`src/rtl/ace_snoop_sequencer_pkg.sv`:
```
// Shared types for the ACE snoop sequencer: AC opcodes, decoder snoop info,
// CRRESP bit positions, the CR accumulator and the merged snoop result.
package ace_snoop_sequencer_pkg;

  // CRRESP bit positions {WasUnique,IsShared,PassDirty,Error,DataTransfer}
  localparam int unsigned CR_DT  = 0;
  localparam int unsigned CR_ERR = 1;
  localparam int unsigned CR_PD  = 2;
  localparam int unsigned CR_IS  = 3;
  localparam int unsigned CR_WU  = 4;
  localparam int unsigned CrRespWidth  = 5;
  // data_src is sized for up to 256 masters; narrower indices are zero-extended
  localparam int unsigned DataSrcWidth = 8;

  typedef enum logic [3:0] {
    AcReadOnce           = 4'b0000,
    AcReadShared         = 4'b0001,
    AcReadClean          = 4'b0010,
    AcReadNotSharedDirty = 4'b0011,
    AcReadUnique         = 4'b0111,
    AcCleanShared        = 4'b1000,
    AcCleanInvalid       = 4'b1001,
    AcMakeInvalid        = 4'b1101,
    AcDvmComplete        = 4'b1110,
    AcDvmMessage         = 4'b1111
  } acsnoop_t;

  typedef struct packed {
    acsnoop_t snoop_trs;
    logic     accepts_dirty;
    logic     accepts_shared;
    logic     excl_load;
    logic     excl_store;
  } snoop_info_t;

  typedef struct packed {
    logic                    data_valid;
    logic [DataSrcWidth-1:0] data_src;
    logic                    is_shared;
    logic                    was_unique;
    logic                    pass_dirty;
    logic                    needs_wb;
    logic                    excl_fail;
    logic                    err;
    logic                    timeout;
  } snoop_result_t;

  // Running fold of every CR accepted for the current transaction
  typedef struct packed {
    logic                    data_valid;
    logic [DataSrcWidth-1:0] data_src;
    logic                    is_shared;
    logic                    was_unique;
    logic                    pass_dirty;
    logic                    err;
    logic                    any_cr;
  } cr_acc_t;

  typedef enum logic [1:0] {
    StIdle  = 2'd0,
    StSnoop = 2'd1,
    StResp  = 2'd2
  } seq_state_e;

  // Turn the accumulator plus the request attributes into the result seen by the read path
  function automatic snoop_result_t build_result(input cr_acc_t acc, input logic accepts_dirty,
                                                 input logic excl_store, input logic timeout);
    snoop_result_t r;
    r.data_valid = acc.data_valid;
    r.data_src   = acc.data_src;
    r.is_shared  = acc.is_shared;
    r.was_unique = acc.was_unique;
    r.pass_dirty = acc.pass_dirty;
    r.needs_wb   = acc.pass_dirty & ~accepts_dirty;
    r.excl_fail  = excl_store & ~acc.was_unique & acc.any_cr;
    r.err        = acc.err | timeout;
    r.timeout    = timeout;
    return r;
  endfunction

endpackage

```
`src/rtl/ace_snoop_sequencer_cr_merge.sv`:
```
// Combinational fold of the CR responses accepted this cycle into the accumulator.
// Flags are ORed; data_src keeps the lowest master index that transferred data,
// regardless of the order in which responses arrived.
module ace_cr_merge
  import ace_snoop_sequencer_pkg::*;
#(
  parameter int unsigned NumMasters = 4
) (
  input  cr_acc_t                               acc_i,
  input  logic [NumMasters-1:0]                 cr_hs_i,
  input  logic [NumMasters*CrRespWidth-1:0]     cr_resp_i,
  output cr_acc_t                               acc_o
);

  // Fold each handshaking master in index order so a lower index wins data_src
  always_comb begin
    logic [CrRespWidth-1:0] r;
    r     = '0;
    acc_o = acc_i;
    for (int i = 0; i < NumMasters; i++) begin
      if (cr_hs_i[i]) begin
        r                = cr_resp_i[i*CrRespWidth +: CrRespWidth];
        acc_o.any_cr     = 1'b1;
        acc_o.is_shared  = acc_o.is_shared  | r[CR_IS];
        acc_o.was_unique = acc_o.was_unique | r[CR_WU];
        acc_o.pass_dirty = acc_o.pass_dirty | r[CR_PD];
        acc_o.err        = acc_o.err        | r[CR_ERR];
        if (r[CR_DT] && (!acc_o.data_valid || (DataSrcWidth'(i) < acc_o.data_src))) begin
          acc_o.data_valid = 1'b1;
          acc_o.data_src   = DataSrcWidth'(i);
        end
      end
    end
  end

endmodule

```
`src/rtl/ace_snoop_sequencer.sv`:
```
// ACE snoop sequencer: accepts one decoded request, broadcasts AC to every
// master except the initiator, collects each CR and returns one merged result.
// Optional feature macro: ACE_SNOOP_TIMEOUT_EN (abort SNOOP after TimeoutCycles).
//
// Handshakes: every channel is valid/ready; a transfer happens on a rising edge
// where both are high. Once raised, valid and its payload hold until accepted
// (reset excepted: reset drops ac_valid_o without a handshake).
module ace_snoop_sequencer
  import ace_snoop_sequencer_pkg::*;
#(
  parameter  int unsigned NumMasters    = 4,
  parameter  int unsigned AddrWidth     = 64,
  parameter  int unsigned TimeoutCycles = 1024,
  localparam int unsigned IdxWidth      = (NumMasters > 1) ? $clog2(NumMasters) : 1
) (
  input  logic                              clk_i,
  input  logic                              rst_i,
  input  logic                              req_valid_i,
  output logic                              req_ready_o,
  input  logic [AddrWidth-1:0]              req_addr_i,
  input  logic                              req_snooping_i,
  input  snoop_info_t                       req_info_i,
  input  logic [IdxWidth-1:0]               req_src_i,
  output logic [NumMasters-1:0]             ac_valid_o,
  input  logic [NumMasters-1:0]             ac_ready_i,
  output logic [AddrWidth-1:0]              ac_addr_o,
  output acsnoop_t                          ac_snoop_o,
  input  logic [NumMasters-1:0]             cr_valid_i,
  output logic [NumMasters-1:0]             cr_ready_o,
  input  logic [NumMasters*CrRespWidth-1:0] cr_resp_i,
  output logic                              resp_valid_o,
  input  logic                              resp_ready_i,
  output snoop_result_t                     resp_o,
  output seq_state_e                        dbg_state_o
);

  seq_state_e            state_q, state_d;
  logic [AddrWidth-1:0]  addr_q, addr_d;
  snoop_info_t           info_q, info_d;
  logic [NumMasters-1:0] mask_q, mask_d;
  logic [NumMasters-1:0] ac_done_q, ac_done_d;
  logic [NumMasters-1:0] cr_done_q, cr_done_d;
  cr_acc_t               acc_q, acc_d;
  cr_acc_t               acc_merged;
  logic [NumMasters-1:0] src_mask;
  logic [NumMasters-1:0] ac_hs;
  logic [NumMasters-1:0] cr_hs;
  logic                  timeout_w;

`ifdef ACE_SNOOP_TIMEOUT_EN
  logic [31:0] cnt_q, cnt_d;
  logic        timeout_q, timeout_d;
  assign timeout_w = timeout_q;
`else
  logic [31:0] unused_timeout_cycles;
  assign unused_timeout_cycles = 32'(TimeoutCycles);
  assign timeout_w = 1'b0;
`endif

  // Policy bits the merge does not consume
  logic unused_info;
  assign unused_info = info_q.accepts_shared ^ info_q.excl_load;

  // Every master except the initiator is a snoop target
  assign src_mask = ~(NumMasters'(1) << req_src_i);

  // Channel strobes derive only from registered state
  assign ac_valid_o   = (state_q == StSnoop) ? (mask_q & ~ac_done_q) : '0;
  assign cr_ready_o   = (state_q == StSnoop) ? (ac_done_q & ~cr_done_q) : '0;
  assign req_ready_o  = (state_q == StIdle);
  assign resp_valid_o = (state_q == StResp);
  assign ac_hs        = ac_valid_o & ac_ready_i;
  assign cr_hs        = cr_valid_i & cr_ready_o;
  assign ac_addr_o    = addr_q;
  assign ac_snoop_o   = info_q.snoop_trs;
  assign dbg_state_o  = state_q;
  assign resp_o       = build_result(acc_q, info_q.accepts_dirty, info_q.excl_store, timeout_w);

  ace_cr_merge #(
    .NumMasters (NumMasters)
  ) u_cr_merge (
    .acc_i     (acc_q),
    .cr_hs_i   (cr_hs),
    .cr_resp_i (cr_resp_i),
    .acc_o     (acc_merged)
  );

  // Next-state logic: accept in IDLE, track AC/CR bitmaps in SNOOP, hold the result in RESP
  always_comb begin
    state_d   = state_q;
    addr_d    = addr_q;
    info_d    = info_q;
    mask_d    = mask_q;
    ac_done_d = ac_done_q;
    cr_done_d = cr_done_q;
    acc_d     = acc_q;
`ifdef ACE_SNOOP_TIMEOUT_EN
    cnt_d     = cnt_q;
    timeout_d = timeout_q;
`endif
    unique case (state_q)
      StIdle: begin
        if (req_valid_i) begin
          addr_d    = req_addr_i;
          info_d    = req_info_i;
          mask_d    = src_mask;
          ac_done_d = '0;
          cr_done_d = '0;
          acc_d     = '0;
`ifdef ACE_SNOOP_TIMEOUT_EN
          cnt_d     = '0;
          timeout_d = 1'b0;
`endif
          // No snoop needed, or nobody to snoop: report the empty merge directly
          state_d   = (req_snooping_i && (|src_mask)) ? StSnoop : StResp;
        end
      end
      StSnoop: begin
        ac_done_d = ac_done_q | ac_hs;
        cr_done_d = cr_done_q | cr_hs;
        acc_d     = acc_merged;
`ifdef ACE_SNOOP_TIMEOUT_EN
        cnt_d     = cnt_q + 32'd1;
`endif
        // Leave in the same cycle the last CR lands
        if (cr_done_d == mask_q) begin
          state_d = StResp;
        end
`ifdef ACE_SNOOP_TIMEOUT_EN
        else if (cnt_q == 32'(TimeoutCycles - 1)) begin
          state_d   = StResp;
          timeout_d = 1'b1;
        end
`endif
      end
      StResp: begin
        if (resp_ready_i) begin
          state_d = StIdle;
        end
      end
      default: state_d = StIdle;
    endcase
  end

  // State and datapath registers, synchronous active-high reset
  always_ff @(posedge clk_i) begin
    if (rst_i) begin
      state_q   <= StIdle;
      addr_q    <= '0;
      info_q    <= '0;
      mask_q    <= '0;
      ac_done_q <= '0;
      cr_done_q <= '0;
      acc_q     <= '0;
`ifdef ACE_SNOOP_TIMEOUT_EN
      cnt_q     <= '0;
      timeout_q <= 1'b0;
`endif
    end else begin
      state_q   <= state_d;
      addr_q    <= addr_d;
      info_q    <= info_d;
      mask_q    <= mask_d;
      ac_done_q <= ac_done_d;
      cr_done_q <= cr_done_d;
      acc_q     <= acc_d;
`ifdef ACE_SNOOP_TIMEOUT_EN
      cnt_q     <= cnt_d;
      timeout_q <= timeout_d;
`endif
    end
  end

endmodule

```
`config.mk`:
```
export PLATFORM = sky130hd
export DESIGN_NAME = ace_snoop_sequencer
export DESIGN_NICKNAME = d
export VERILOG_FILES = /design/src/rtl/ace_snoop_sequencer_pkg.sv /design/src/rtl/ace_snoop_sequencer_cr_merge.sv /design/src/rtl/ace_snoop_sequencer.sv
export SDC_FILE = /design/constraint.sdc
export NUM_CORES = 1
export LEC_CHECK = 0
export ABC_AREA = 1
export CAP_MARGIN = 20
export CORE_MARGIN = 10
export CORE_UTILIZATION = 44
export DETAILED_ROUTE_END_ITERATION = 10
export PLACE_DENSITY = 0.95
export SETUP_SLACK_MARGIN = 0.1
export SLEW_MARGIN = 15
export SYNTH_ARGS = -nofsm -noshare
export SYNTH_HDL_FRONTEND = slang
export SYNTH_SLANG_ARGS = --single-unit
export TNS_END_PERCENT = 5
```
`constraint.sdc`:
```
create_clock -name clk_i -period 5.6 [get_ports clk_i]
set_input_delay 0.56 -clock clk_i [delete_from_list [all_inputs] [get_ports clk_i]]
set_output_delay 0.56 -clock clk_i [all_outputs]
set_load 0.005 [all_outputs]
```
== Word level (Yosys, flattened, before mapping) ==
Index checks and enable logic that the tools add are counted.

* Output and inout port bits: 96
* Bits of input ports: 107
* Logic and storage cells: 97
* Register bits after elaboration: 98

* Mux-type cells: 20
* Equal/unequal tests: 7
* Reduce and logical (&&, ||, !) cells: 20
* Shift-type cells: 1
* Bitwise gates (word level): 30
* Order comparisons: 4

{| class="wikitable"
|+ Operator list
! operator !! count
|-
| two-way mux 14 bit || 5
|-
| two-way mux 9 bit || 4
|-
| one-hot mux 14 bit (2 select lines) || 1
|-
| bitwise AND 4 bit || 4
|-
| < comparator 1 x 8 -> 1 bit (first input constant) || 2
|-
| < comparator 2 x 8 -> 1 bit (first input constant) || 2
|-
| bitwise OR 1 bit || 16
|-
| one-hot mux 4 bit (2 select lines) || 2
|-
| two-way mux 4 bit || 3
|-
| NOT 4 bit || 3
|-
| two-way mux 2 bit || 4
|-
| bitwise OR 4 bit || 2
|-
| one-hot mux 2 bit (3 select lines) || 1
|-
| AND reduction 3 bit || 2
|-
| logical AND 1 bit || 5
|-
| inequality test 5 bit (second input constant) || 1
|-
| equality test 4 bit || 1
|-
| logical NOT 1 bit || 4
|-
| logical OR 1 bit || 4
|-
| inequality test 2 x 1 -> 1 bit (second input constant) || 2
|-
| AND reduction 2 bit || 2
|-
| OR reduction 4 bit || 1
|-
| left shift 1 x 2 -> 4 bit (first input constant) || 1
|-
| bitwise AND 1 bit || 3
|-
| other kinds (6) || 7
|}

== Logic depth before layout (Yosys ltp) ==
* Word-level depth: 21
* Gate-level depth with buffers: 18
* Gate-level depth less buffers: 18

== Modules after synthesis ==
Synthesis repeated with hierarchy kept, for this count alone.

* Cell total of the unflattened synthesis: 586
* Area, all modules: 4200.3 um^2

{| class="wikitable"
|+ By module, submodules not included
! module !! sequential area each (um^2) !! instances !! area each (um^2) !! cells each
|-
| ace_snoop_sequencer || 1961.9 || 1 || 3786.1 || 501
|-
| ace_cr_merge || 0.0 || 1 || 414.1 || 85
|}

== Least setup slack after synthesis ==
OpenSTA, ideal clock, no wires.

* Kind: register -> register
* From: reg state_q[0], in the netlist dbg_state_o[0]
* To: reg acc_q, in the netlist resp_o[12]
* Period minus slack after synthesis: 2.012 ns
* Buffers on the path: 0
* Arrival time: 1.879 ns
* Stages on the path, launching flop included: 18
* Path slack: 3.588 ns
* Setup time: 0.132 ns
* Data required time: 5.468 ns
* Path through: dfxtp_1 -> inv_2 -> nor2_4 -> inv_2 -> nor3_4 -> nand2_2 -> nor2_4 -> inv_2 -> nand2_2 -> inv_2 -> nor3_2 -> nand3_1 -> nand2_2 -> o21ai_1 -> nand3_1 -> nand2_2 -> nand2_1 -> a21oi_1

* Elaborated cells between the ends (all ways): 27
* Classes of those cells: 3 x order compare; 2 x eq/ne; 9 x mux; 1 x bitwise; 12 x reduce/logical

{| class="wikitable"
|+ RTL lines
! what !! line !! text
|-
| start, declared || ace_snoop_sequencer.sv:37 || <nowiki>seq_state_e state_q, state_d;</nowiki>
|-
| start signal, assigned || ace_snoop_sequencer.sv:148 || <nowiki>state_q <= StIdle;</nowiki>
|-
| start signal, assigned || ace_snoop_sequencer.sv:160 || <nowiki>state_q <= state_d;</nowiki>
|-
| equality test 2 x 1 -> 1 bit * || ace_snoop_sequencer.sv:69 || <nowiki>assign cr_ready_o = (state_q == StSnoop) ? (ac_done_q & ~cr_done_q) : '0;</nowiki>
|-
| two-way mux 4 bit * || ace_snoop_sequencer.sv:69 ||
|-
| via cr_ready_o[1] || ace_snoop_sequencer.sv:29 || <nowiki>output logic [NumMasters-1:0] cr_ready_o,</nowiki>
|-
| bitwise AND 4 bit * || ace_snoop_sequencer.sv:73 || <nowiki>assign cr_hs = cr_valid_i & cr_ready_o;</nowiki>
|-
| two-way mux 14 bit * || ace_snoop_sequencer_cr_merge.sv:21 || <nowiki>if (cr_hs_i[i]) begin</nowiki>
|-
| < comparator 2 x 8 -> 1 bit / logical NOT 1 bit (equally long branches) || ace_snoop_sequencer_cr_merge.sv:28 || <nowiki>if (r[CR_DT] && (!acc_o.data_valid || (DataSrcWidth'(i) < acc_o.data_src))) begin</nowiki>
|-
| logical OR 1 bit || ace_snoop_sequencer_cr_merge.sv:28 ||
|-
| logical AND 1 bit || ace_snoop_sequencer_cr_merge.sv:28 ||
|-
| two-way mux 9 bit || ace_snoop_sequencer_cr_merge.sv:28 ||
|-
| two-way mux 14 bit * || ace_snoop_sequencer_cr_merge.sv:21 ||
|-
| < comparator 2 x 8 -> 1 bit / logical NOT 1 bit (equally long branches) || ace_snoop_sequencer_cr_merge.sv:28 ||
|-
| logical OR 1 bit || ace_snoop_sequencer_cr_merge.sv:28 ||
|-
| logical AND 1 bit || ace_snoop_sequencer_cr_merge.sv:28 ||
|-
| two-way mux 9 bit || ace_snoop_sequencer_cr_merge.sv:28 ||
|-
| two-way mux 14 bit * || ace_snoop_sequencer_cr_merge.sv:21 ||
|-
| one-hot mux 14 bit (2 select lines) * || ace_snoop_sequencer.sv:101 || <nowiki>unique case (state_q)</nowiki>
|-
| end signal, assigned || ace_snoop_sequencer.sv:154 || <nowiki>acc_q <= '0;</nowiki>
|-
| end signal, assigned || ace_snoop_sequencer.sv:166 || <nowiki>acc_q <= acc_d;</nowiki>
|-
| end, declared || ace_snoop_sequencer.sv:43 || <nowiki>cr_acc_t acc_q, acc_d;</nowiki>
|}

Mark *: on every way through the listed nets, which the timed path passes. The rest lies on a longest branch. The select of a mux whose other input is x is not followed.
A chain may end at the register's enable or synchronous reset.

== Final worst setup path ==
* From: reg state_q[0], in the netlist dbg_state_o[0]
* To: out ac_valid_o[0]

* Longest elaborated chain between the ends: 2

{| class="wikitable"
|+ Ends and longest elaborated chain
! what !! line !! text
|-
| equality test 2 x 1 -> 1 bit || ace_snoop_sequencer.sv:68 || <nowiki>assign ac_valid_o = (state_q == StSnoop) ? (mask_q & ~ac_done_q) : '0;</nowiki>
|-
| two-way mux 4 bit || ace_snoop_sequencer.sv:68 ||
|-
| end, declared || ace_snoop_sequencer.sv:24 || <nowiki>output logic [NumMasters-1:0] ac_valid_o,</nowiki>
|}

Every way passes these cells.

==> impl_metrics.yaml <==
yosys:
  synth_largest_area_cell: "sky130_fd_sc_hd__dfxtp_1"
  ys.warnings.count: 0
  yosys_register_bits: 98
  async_reset_ff_share_pct: 0
  synth_enable_flop_cells: 0
  post_synth_main_area_contributors: "sky130_fd_sc_hd__dfxtp_1 48%, sky130_fd_sc_hd__nor2_1 15%, sky130_fd_sc_hd__o21ai_0 9.4%, sky130_fd_sc_hd__nand2_1 3.9%, sky130_fd_sc_hd__buf_4 3.3%"
  postSynth.topFlopCell: "sky130_fd_sc_hd__dfxtp_1"
  postSynthAreaPerCell_um2: 7.39
  post_synth_most_frequent_cells: "161 x sky130_fd_sc_hd__nor2_1, 98 x sky130_fd_sc_hd__dfxtp_1, 77 x sky130_fd_sc_hd__o21ai_0"
  yosys.cell_types.count: 33
  ys_seq_area_share_pct: 47.8
  synthesized_netlist_net_count: 663
  synth.most_common_cell: "sky130_fd_sc_hd__nor2_1"
  area_fraction_of_the_dominant_cell_type_after_synthesis_pct: 47.8
  synth_cells: 556
  mappedNetlistArea_mm2: 0.00411
critical_path:
  reg2reg_depth: 14
  critPathRequiredTime_ns: 5.04
  timing.rr.end: "dbg_state_o[0]"
  worst-endpoint-arrival_ns: 2.07
  crit_path_max_fanout: 16
  endpoint_kind: "output port"
  r2r-start: "dbg_state_o[0]"
  worstSetupEndpoint: "ac_valid_o[0]"
  timing.critical_path.from: "dbg_state_o[0]"
  critPathKind: "register to output port"
  timing.critical_path.from_type: "register"
  r2r_slack_ns: 3.03
clock_network:
  tritoncts: "built"
  numClockSinks: 98
  postCtsHoldBufs: 0
  clk_latency_ns: 0.35
  post_cts_setup_buffer_count: 0
  clkTransAtPathRegs_ns: 0.10
  cts.root.buffer_cell: "sky130_fd_sc_hd__clkbuf_8"
  cts_made_buffers: 9
  postCtsResizedCells: 0
  cts_htree_levels: 3
  cts_max_path_buffers: 2
pwr:
  ir_drop_mv: 0.233
  power_density_mw_per_mm2: 292
  post-layout-total-power_mw: 1.82
  power_leakage_nw: 2.46
global_routing:
  grt_max_degree: 86
  grt_pass1_vias: 4363
  gr-usage-all-layers_pct: 20.2
  global_route_wire_length_before_repair_um: 21800
  antenna_violations_before_repair: 0
  grt-ovfl-total: 0
timing:
  unrepaired_setup_endpoints_after_global_routing: "false"
  min_period_over_period_pct: 47.0
  final.min_clock_period_ns: 2.63
  report.final.slew_viol_count: 0
  setup_tns_ns: 0
  max_freq_ghz: 0.380
  slew-limit-headroom_pct: 49.9
  worstMarginPinSlew_ns: 0.751
  final.setup_skew_ns: 0.0115
  report.final.hold_viol_count: 0
  timing.final.setup_violations: 0
cells_and_area:
  fill_cells: 711
  nets: 830
  post_route_cells_drive_above_1_share_pct: 5.91
  areaGrowthSynthToFinish_pct: 51.8
  antenna_cells: 0
placement:
  port_buffers: 199
  dp_hpwl_um: 11000
  final_replace_weighted_congestion: 0.864
routing:
  iteration_count_of_the_initial_detailed_routing_pass: 4
  vias_after_detailed_routing: 4309
  drc_errors: 0
  wirelength_um: 14300
  route.detailed.wl_per_inst_um: 17.1
  wl_met3_um: 1450
  viasPerCell: 5.14
  antenna_left: 0
  route.met2.wl_um: 7440
  maxUsedRoutingLayer: "met4"
  detailedRoute.firstIterationViolations: 227
  wl_met1_um: 5060
worst_hold_path:
  hp-class: "register to register"
floorplanning:
  fp.dieH_um: 117
  dieArea_mm2: 0.0136
  die_w_um: 117
  start_util_pct: 44.9
  boundaryPins: 203
  core_area_mm2: 0.00915
  placementRows: 35
status:
  status: "complete, no violations"
flow_run:
  timing.max_cap.violations: 0
cell type report:
class                   count  area, um^2  area share, %
multi-input cells         375        1770           28.4
well taps                 111         139           2.23
inverters                  37         139           2.23
flip-flops and latches     98        1960           31.5
clock inverters             6        72.6           1.16
repair buffers            202        2030           32.5
clock buffers              10         128           2.05
through the flow:
stage / setup slack (ns) / cells / util [%] / area [um^2] / hold WS, ns
after floorplan: 3.59 / 556 / - / 4110 / 0.455
after global routing: 2.78 / 839 / 68.1 / 6240 / 0.512
after CTS: 2.94 / 838 / 67.9 / 6220 / 0.495
final: 2.97 / 839 / 68.1 / 6240 / 0.492
after detailed placement: 2.64 / 822 / 65.7 / 6020 / 0.474
after global placement: 2.74 / 822 / 65.7 / 6020 / 0.461
report_power, final:
part	internal (mW)	switching, mW
Sequential	0.785	0.0502
Clock	0.213	0.259
Combinational	0.272	0.243
logic make-up after synthesis:
group | after synthesis | share of synthesized area [%]
AND/OR/NAND/NOR | 254 | 26.0
flip-flops | 98 | 47.8
XOR/XNOR | 4 | 0.853
buffers and inverters | 83 | 9.23
other | 1 | 0.0913
AO/OA/AOI/OAI | 116 | 16.0
state kept, by name, indices dropped and copies added, names as in the netlist:
signal and cells:
ac_addr_o 64, resp_o 13, ac_done_q 4, ac_snoop_o 4, cr_done_q 4, mask_q 4
dbg_state_o 2, info_q 2, acc_q 1
metal layers:
metal	vias to the layer above	global-route usage, %
met5	-	0
met4	0	7.25
met3	28	9.91
met2	178	36.4
met1	1976	19.7
li1	2127	-
placed cells by master, fill, tap and decap left out, types with 2 or more instances in the layout:
cell type	synthesis	routed
sky130_fd_sc_hd__buf_4	18	2
sky130_fd_sc_hd__nor4_1	5	5
sky130_fd_sc_hd__dfxtp_1	98	98
sky130_fd_sc_hd__inv_2	7	9
sky130_fd_sc_hd__clkbuf_8	0	9
sky130_fd_sc_hd__a31oi_1	3	3
sky130_fd_sc_hd__nor3_1	16	16
sky130_fd_sc_hd__nand2_2	6	7
sky130_fd_sc_hd__o31ai_1	4	4
sky130_fd_sc_hd__clkdlybuf4s50_1	0	199
sky130_fd_sc_hd__xor2_1	4	4
sky130_fd_sc_hd__a221o_1	3	3
sky130_fd_sc_hd__or2_2	3	3
sky130_fd_sc_hd__inv_6	0	3
sky130_fd_sc_hd__nor3_2	2	2
sky130_fd_sc_hd__nor2_1	161	161
sky130_fd_sc_hd__inv_1	28	27
sky130_fd_sc_hd__nor2_4	2	2
sky130_fd_sc_hd__nand3_1	13	13
sky130_fd_sc_hd__o21ai_1	2	2
sky130_fd_sc_hd__a21oi_1	14	14
sky130_fd_sc_hd__a32o_1	4	4
sky130_fd_sc_hd__a211oi_1	2	2
sky130_fd_sc_hd__o21ai_0	77	77
sky130_fd_sc_hd__a221oi_1	4	4
sky130_fd_sc_hd__nand2_1	43	42
worst min path at each step:
stage,endpoint,start,cells after the start
6_report,ac_addr_o[28],ac_addr_o[28],2
5_1_grt,ac_addr_o[31],ac_addr_o[31],2
4_1_cts,ac_addr_o[40],ac_addr_o[40],2
3_5_place_dp,ac_addr_o[40],ac_addr_o[40],2
3_3_place_gp,ac_addr_o[22],ac_addr_o[22],2
2_1_floorplan,info_q[0],info_q[0],2
worst max-delay path: stages, from the launching register on:
cell,delay (ns)
sky130_fd_sc_hd__dfxtp_1,0.41
sky130_fd_sc_hd__inv_2,0.06
sky130_fd_sc_hd__nor2_4,0.22
sky130_fd_sc_hd__inv_2,0.20
sky130_fd_sc_hd__nor3_1,0.25
sky130_fd_sc_hd__clkdlybuf4s50_1,0.58
Power figures use the tool's default switching activity.
